[config.mk]
export PLATFORM = sky130hd
export DESIGN_NAME = arp_tx_flat
export DESIGN_NICKNAME = d
export VERILOG_FILES = /design/src/rtl/arp_tx_if.sv /design/src/rtl/arp_tx.sv /design/src/flat_wrapper.sv
export SDC_FILE = /design/constraint.sdc
export NUM_CORES = 1
export LEC_CHECK = 0
export BUFFER_PORTS_ARGS = -buffer_cell sky130_fd_sc_hd__buf_2
export CORE_ASPECT_RATIO = 2
export CORE_UTILIZATION = 55
export CTS_BUF_LIST = sky130_fd_sc_hd__clkbuf_4 sky130_fd_sc_hd__clkbuf_8
export DETAILED_ROUTE_END_ITERATION = 10
export PLACE_DENSITY = 0.81
export SLEW_MARGIN = 40
export SYNTH_ARGS = -nofsm -noshare
export SYNTH_HDL_FRONTEND = slang
export SYNTH_SLANG_ARGS = --single-unit
export TNS_END_PERCENT = 30
[constraint.sdc]
create_clock -name tx_mac_aclk -period 4.12 [get_ports tx_mac_aclk]
set_clock_uncertainty 0.2 [all_clocks]
set_input_delay 0.824 -clock tx_mac_aclk [delete_from_list [all_inputs] [get_ports tx_mac_aclk]]
set_output_delay 0.824 -clock tx_mac_aclk [all_outputs]
set_load 0.05 [all_outputs]
[src/rtl/arp_tx_if.sv]
// Byte-wide AXI-Stream link from the ARP reply generator to the Ethernet MAC.
// A byte transfers on a rising clock edge where tvalid && tready are both high. Once tvalid
// is raised, it and tdata/tlast stay unchanged until that transfer completes.
interface arp_tx_if;
  logic [7:0] tx_axis_mac_tdata;
  logic       tx_axis_mac_tvalid;
  logic       tx_axis_mac_tlast;
  logic       tx_axis_mac_tready;

  modport master (
    output tx_axis_mac_tdata,
    output tx_axis_mac_tvalid,
    output tx_axis_mac_tlast,
    input  tx_axis_mac_tready
  );

  modport slave (
    input  tx_axis_mac_tdata,
    input  tx_axis_mac_tvalid,
    input  tx_axis_mac_tlast,
    output tx_axis_mac_tready
  );
endinterface

[src/rtl/arp_tx.sv]
// ARP reply generator: on each request, streams a 60-byte Ethernet/ARP reply frame (no FCS)
// over AXI-Stream, with a one-deep pending slot for requests that arrive while a frame is in flight.
module arp_tx #(
  parameter logic [47:0] LOCAL_MAC = 48'h00_0A_35_01_FE_C0,
  parameter logic [31:0] LOCAL_IP  = 32'hC0_A8_01_01
) (
  input  logic        tx_mac_aclk,
  input  logic        tx_mac_resetn,
  input  logic        tx_arp_req,
  input  logic [47:0] tx_arp_dmac,
  input  logic [31:0] tx_arp_dip,
  output logic        tx_arp_busy,
  arp_tx_if.master    axis,
  output logic [1:0]  dbg_state_o,
  output logic [5:0]  dbg_byte_cnt_o
);

  typedef enum logic [1:0] {
    IDLE = 2'd0,
    SEND = 2'd1,
    GAP  = 2'd2
  } state_e;

  localparam logic [5:0] LAST_BYTE = 6'd59;

  state_e      state_q, state_d;
  logic [5:0]  cnt_q, cnt_d;
  logic [47:0] act_dmac_q, act_dmac_d;
  logic [31:0] act_dip_q, act_dip_d;
  logic        pend_q, pend_d;
  logic [47:0] pend_dmac_q, pend_dmac_d;
  logic [31:0] pend_dip_q, pend_dip_d;

  logic       hs;
  logic       last_byte;
  logic [7:0] byte_val;

  assign hs        = (state_q == SEND) && axis.tx_axis_mac_tready;
  assign last_byte = (cnt_q == LAST_BYTE);

  // Byte sel (0 = most significant) of a 48-bit MAC address.
  function automatic logic [7:0] mac_byte(input logic [47:0] v, input logic [5:0] sel);
    logic [47:0] sh;
    sh = v << {sel, 3'b000};
    return sh[47:40];
  endfunction

  // Byte sel (0 = most significant) of a 32-bit IP address.
  function automatic logic [7:0] ip_byte(input logic [31:0] v, input logic [5:0] sel);
    logic [31:0] sh;
    sh = v << {sel, 3'b000};
    return sh[31:24];
  endfunction

  always_comb begin
    byte_val = 8'h00;
    if (cnt_q < 6'd6) begin
      byte_val = mac_byte(act_dmac_q, cnt_q);
    end else if (cnt_q < 6'd12) begin
      byte_val = mac_byte(LOCAL_MAC, cnt_q - 6'd6);
    end else if (cnt_q < 6'd22) begin
      // Ethertype, htype, ptype, hlen, plen and opcode (reply).
      case (cnt_q)
        6'd12:   byte_val = 8'h08;
        6'd13:   byte_val = 8'h06;
        6'd14:   byte_val = 8'h00;
        6'd15:   byte_val = 8'h01;
        6'd16:   byte_val = 8'h08;
        6'd17:   byte_val = 8'h00;
        6'd18:   byte_val = 8'h06;
        6'd19:   byte_val = 8'h04;
        6'd20:   byte_val = 8'h00;
        6'd21:   byte_val = 8'h02;
        default: byte_val = 8'h00;
      endcase
    end else if (cnt_q < 6'd28) begin
      byte_val = mac_byte(LOCAL_MAC, cnt_q - 6'd22);
    end else if (cnt_q < 6'd32) begin
      byte_val = ip_byte(LOCAL_IP, cnt_q - 6'd28);
    end else if (cnt_q < 6'd38) begin
      byte_val = mac_byte(act_dmac_q, cnt_q - 6'd32);
    end else if (cnt_q < 6'd42) begin
      byte_val = ip_byte(act_dip_q, cnt_q - 6'd38);
    end else begin
      byte_val = 8'h00;
    end
  end

  always_comb begin
    state_d     = state_q;
    cnt_d       = cnt_q;
    act_dmac_d  = act_dmac_q;
    act_dip_d   = act_dip_q;
    pend_d      = pend_q;
    pend_dmac_d = pend_dmac_q;
    pend_dip_d  = pend_dip_q;

    case (state_q)
      IDLE: begin
        if (tx_arp_req) begin
          act_dmac_d = tx_arp_dmac;
          act_dip_d  = tx_arp_dip;
          cnt_d      = 6'd0;
          state_d    = SEND;
        end
      end

      SEND: begin
        if (hs) begin
          if (last_byte) begin
            cnt_d   = 6'd0;
            state_d = GAP;
          end else begin
            cnt_d = cnt_q + 6'd1;
          end
        end
        if (tx_arp_req) begin
          pend_d      = 1'b1;
          pend_dmac_d = tx_arp_dmac;
          pend_dip_d  = tx_arp_dip;
        end
      end

      GAP: begin
        // A request arriving in the exit cycle is newer than any pending one, so it wins.
        if (tx_arp_req) begin
          act_dmac_d = tx_arp_dmac;
          act_dip_d  = tx_arp_dip;
          pend_d     = 1'b0;
          state_d    = SEND;
        end else if (pend_q) begin
          act_dmac_d = pend_dmac_q;
          act_dip_d  = pend_dip_q;
          pend_d     = 1'b0;
          state_d    = SEND;
        end else begin
          state_d = IDLE;
        end
        cnt_d = 6'd0;
      end

      default: begin
        state_d = IDLE;
        cnt_d   = 6'd0;
      end
    endcase
  end

  always_ff @(posedge tx_mac_aclk or negedge tx_mac_resetn) begin
    if (!tx_mac_resetn) begin
      state_q     <= IDLE;
      cnt_q       <= 6'd0;
      act_dmac_q  <= 48'd0;
      act_dip_q   <= 32'd0;
      pend_q      <= 1'b0;
      pend_dmac_q <= 48'd0;
      pend_dip_q  <= 32'd0;
    end else begin
      state_q     <= state_d;
      cnt_q       <= cnt_d;
      act_dmac_q  <= act_dmac_d;
      act_dip_q   <= act_dip_d;
      pend_q      <= pend_d;
      pend_dmac_q <= pend_dmac_d;
      pend_dip_q  <= pend_dip_d;
    end
  end

  // Outputs decode registered state only, so a reset drops them at once and they hold during stalls.
  assign axis.tx_axis_mac_tvalid = (state_q == SEND);
  assign axis.tx_axis_mac_tlast  = (state_q == SEND) && last_byte;
  assign axis.tx_axis_mac_tdata  = (state_q == SEND) ? byte_val : 8'h00;

  assign tx_arp_busy    = (state_q != IDLE) || pend_q;
  assign dbg_state_o    = state_q;
  assign dbg_byte_cnt_o = cnt_q;

endmodule

[src/flat_wrapper.sv]
// flat-port wrapper written by rule: the top's interface ports become plain ports
module arp_tx_flat 
#(
  parameter logic [47:0] LOCAL_MAC = 48'h00_0A_35_01_FE_C0,
  parameter logic [31:0] LOCAL_IP  = 32'hC0_A8_01_01
)
  (tx_mac_aclk, tx_mac_resetn, tx_arp_req, tx_arp_dmac, tx_arp_dip, tx_arp_busy, dbg_state_o, dbg_byte_cnt_o, axis_tx_axis_mac_tdata, axis_tx_axis_mac_tvalid, axis_tx_axis_mac_tlast, axis_tx_axis_mac_tready);
  arp_tx_if axis_i ();
  input  logic tx_mac_aclk;
  input  logic tx_mac_resetn;
  input  logic tx_arp_req;
  input  logic [47:0] tx_arp_dmac;
  input  logic [31:0] tx_arp_dip;
  output logic tx_arp_busy;
  output logic [1:0] dbg_state_o;
  output logic [5:0] dbg_byte_cnt_o;
  output wire logic [$bits(axis_i.tx_axis_mac_tdata)-1:0] axis_tx_axis_mac_tdata;
  output wire logic [$bits(axis_i.tx_axis_mac_tvalid)-1:0] axis_tx_axis_mac_tvalid;
  output wire logic [$bits(axis_i.tx_axis_mac_tlast)-1:0] axis_tx_axis_mac_tlast;
  input wire logic [$bits(axis_i.tx_axis_mac_tready)-1:0] axis_tx_axis_mac_tready;
  assign axis_tx_axis_mac_tdata = axis_i.tx_axis_mac_tdata;
  assign axis_tx_axis_mac_tvalid = axis_i.tx_axis_mac_tvalid;
  assign axis_tx_axis_mac_tlast = axis_i.tx_axis_mac_tlast;
  assign axis_i.tx_axis_mac_tready = axis_tx_axis_mac_tready;
  arp_tx #(.LOCAL_MAC(LOCAL_MAC), .LOCAL_IP(LOCAL_IP)) u_core (.tx_mac_aclk(tx_mac_aclk), .tx_mac_resetn(tx_mac_resetn), .tx_arp_req(tx_arp_req), .tx_arp_dmac(tx_arp_dmac), .tx_arp_dip(tx_arp_dip), .tx_arp_busy(tx_arp_busy), .axis(axis_i), .dbg_state_o(dbg_state_o), .dbg_byte_cnt_o(dbg_byte_cnt_o));
endmodule
==> key figures <==
GRT
  • Largest net degree at the start of global routing: 110
  • Grt total ovfl: 0
  • Vias in the first global route: 6118
  • First-pass GRT wire length: 31200 um
  • GRT Total Usage: 27.0%
  • Initial antenna violation count: 1

Power and ir drop
  • Leak: 0.00407 uW
  • Total power: 6560 uW
  • Logic pwr share: 37.9%
  • PD cells: 690 nW/um2
  • Seq pwr share: 45.4%
  • Peak VDD IR: 0.000395 V
  • Net Sw Power: 2580 uW
  • P_int: 3980 uW
  • Sw Share: 39.3%
  • Clock share of power: 16.8%

STA
  • Setup Viol. Count Final: 0
  • Final hold violation count: 0
  • RSZ-0062 raised after global routing: no
  • Fin crit period: 3980 ps
  • Relative slew slack: 51.3%
  • Slew Limit Fails: 0
  • Final period util: 96.6%
  • Worst slew pin tran: 730 ps
  • Fmax achieved: 251 MHz

Die
  • Die X: 89.3 um
  • Rows: 63
  • Io pins: 103
  • Initial Util: 56.5%
  • Placeable Area: 14800 um2
  • Die H: 177 um
  • Full die area: 15800 um2

Synthesis
  • Sequential area share after synthesis: 50.5%
  • Post-synth ARST share: 100%
  • Post-synth EDFFs: 0
  • Netlist Area Pre-Place: 8380 um2
  • Syn avg cell area: 11.7 um2
  • Post-synth top flop: dfrtp_1
  • Syn Nets: 808
  • Post-Syn Instances: 714
  • Synth Register Bits: 169
  • Cell variety after synth: 58
  • Yosys warns: 0

Place
  • Post-place instance area: 9040 um2
  • Routability cong.: 0.876
  • PortBufs: 102
  • Post-DP HPWL: 14400 um

Critical path
  • Crit-path most repeated cell: a221o_1
  • R2R cell count: 6
  • Worst EP arrival: 2950 ps
  • CP endpoint kind: output pin
  • Startpoint Class: flip-flop
  • CP Cell Sequence: inv_1, ha_1, a21o_1, nand2_1, a221o_1, a221o_1, o311ai_2, buf_2
  • Setup CP Type: flip-flop to output pin
  • Crit path required time: 3100 ps
  • Max stage delay on crit path: 500 ps
  • CP max FO: 10
  • Critical path's slowest cell: dfrtp_1

Min path
  • Hold crit path type: input port to asynchronous set/reset pin

Cells and area
  • Share of cells above drive strength 1: 32.4%
  • Final Cell Area: 9500 um2
  • Nets: 895
  • Area grow syn2layout: 13.4%

Flow run
  • Number of max-cap violations: 0

Drt
  • Initial DRC Count: 341
  • DRC viols: 0
  • Pre-antenna DRT Iters: 4
  • Vias/cell: 5.79
  • Via Count: 5851
  • Antenna viol nets, final: 0
  • Drt wl/cell: 20.0 um
  • Post-Route WL: 20200 um

Clock tree
  • Worst skew pair latency: 460 ps
  • CTS tree: yes
  • CTS Hold Bufs: 0
  • CTS buffer count: 17
  • H-tree levels: 4
  • CTS Buffer Depth: 2
  • Reg clk slew, reported paths: 100 ps
  • CTS sink cnt: 169
  • CTS root buf: clkbuf_8

Status
  • Status: completed
[cell usage after synthesis, drive strengths merged (2+ instances only)]
library cell    n  share of area, %
nor2           10              0.45
a22o            2              0.21
clkinv          2             0.090
o41ai           3              0.31
mux2           85                11
a221o           2              0.24
nand4           3              0.22
a211oi          4              0.42
o21ai          90               5.4
nand2b          3              0.22
inv            11              0.49
a31oi           2              0.15
a221oi          3              0.67
ha             10               1.5
nor2b           3              0.22
nor3            4              0.24
o31ai           3              0.27
mux2i          83               9.9
buf            30               2.3
o311ai          3              0.31
o32ai           2              0.21
dfrtp         169                50
xnor2           2              0.21
a41oi           2              0.21
mux4           16               4.4
a2bb2oi         2              0.21
a21o            6              0.54
nand4b          2              0.21
clkbuf         20              0.90
nand2         102               4.6
a21oi          11              0.66
a211o           2              0.21
a22oi           3              0.27
o22ai           3              0.22
[power groups by stage]
stage          logic (uW)  clock network, uW  registers, uW
5_1_grt              2700               1190           3060
6_report             2480               1100           2970
4_1_cts              2470               1130           2950
3_3_place_gp         2410                  0           2900
3_5_place_dp         2450                  0           2980
2_1_floorplan        1860                  0           2820
[worst max-delay path: cells and delay by family, from the launching register on]
kind | cells | cell delay, ps
AOI/OAI and AO/OA | 4 | 1110
adders and majority gates | 1 | 310
buffers and inverters | 2 | 450
DFF | 1 | 500
and+or+nand+nor | 1 | 120
[routing by layer]
metal  wire (um)  GRT usage, %
met1        7540          30.2
met2       11500          48.8
met3         543          4.49
met4         671          12.2
met5           0             0
[per-stage QoR]
| stage | hold slack (ps) | std cells | worst slack (ps) | setup TNS (ps) | util (%) |
|---|---|---|---|---|---|
| 3_3_place_gp | 256 | 972 | 479 | 0 | 60.9 |
| 4_1_cts | 248 | 1004 | 18.8 | 0 | 63.5 |
| 3_5_place_dp | 266 | 972 | 377 | 0 | 61.0 |
| 6_report | 23.2 | 1010 | 142 | 0 | 64.1 |
| 5_1_grt | 8.25 | 1010 | 0.740 | 0 | 64.1 |
| 2_1_floorplan | 242 | 714 | -296 | -869 | - |
[registers in the layout (all words and copies together) (netlist names)]
register / cells
u_core.dbg_byte_cnt_o: 6
u_core.pend_dmac_q: 48
u_core.dbg_state_o: 2
u_core.act_dmac_q: 48
u_core.pend_q: 1
u_core.pend_dip_q: 32
u_core.act_dip_q: 32
[area by class of cell]
type,count,area [um2]
fillers,1190,5320
flip-flops and latches,169,4230
multi-input cells,482,3880
repair buffers,118,712
well taps,195,244
clock buffers,17,234
clock inverters,15,140
inverters,13,48.8
diodes,1,2.50
[cells by family after synthesis]
logic type | Yosys count | share of synthesized area [%]
AOI/OAI and AO/OA | 152 | 11.4
xor gates and xnor gates | 3 | 0.314
adders and majority gates | 10 | 1.49
buffers and inverters | 63 | 3.78
DFF | 169 | 50.5
muxes | 184 | 25.8
and+or+nand+nor | 133 | 6.72
[cells in the final DEF, fill, tap and decap left out, types with 3 or more instances in the layout]
cell type	n
a21o_1	6
a21oi_1	11
a22oi_1	3
buf_12	4
buf_2	100
buf_4	11
clkbuf_8	18
clkinv_4	5
dfrtp_1	167
ha_1	8
inv_1	11
inv_8	4
mux2_2	85
mux2i_1	83
mux4_1	3
mux4_2	13
nand2_1	99
nand2b_1	3
nand4_1	3
nor2_1	10
nor2b_1	3
o21ai_0	90
o22ai_1	3
o31ai_1	3
o41ai_1	3
[repair_timing]
item	4_1_cts	5_1_grt
setup buffers	0	4
resized for setup	1	6
endpoints found under the setup margin	5	6
pin swaps	0	0
[worst paths after layout]
check,from,end,slack (ps)
worst min register to register,u_core.act_dip_q[19],u_core.act_dip_q[19],290
max in group asynchronous,tx_mac_resetn,u_core.dbg_byte_cnt_o[2],3060
min in group tx_mac_aclk,u_core.act_dip_q[19],u_core.act_dip_q[19],290
worst min-delay path,tx_mac_resetn,u_core.pend_dmac_q[5],20
worst max-delay path,u_core.dbg_byte_cnt_o[3],axis_tx_axis_mac_tdata[6],140
worst max register to register,u_core.dbg_state_o[1],u_core.pend_dip_q[3],1640
(Power assumes the default switching activity.)
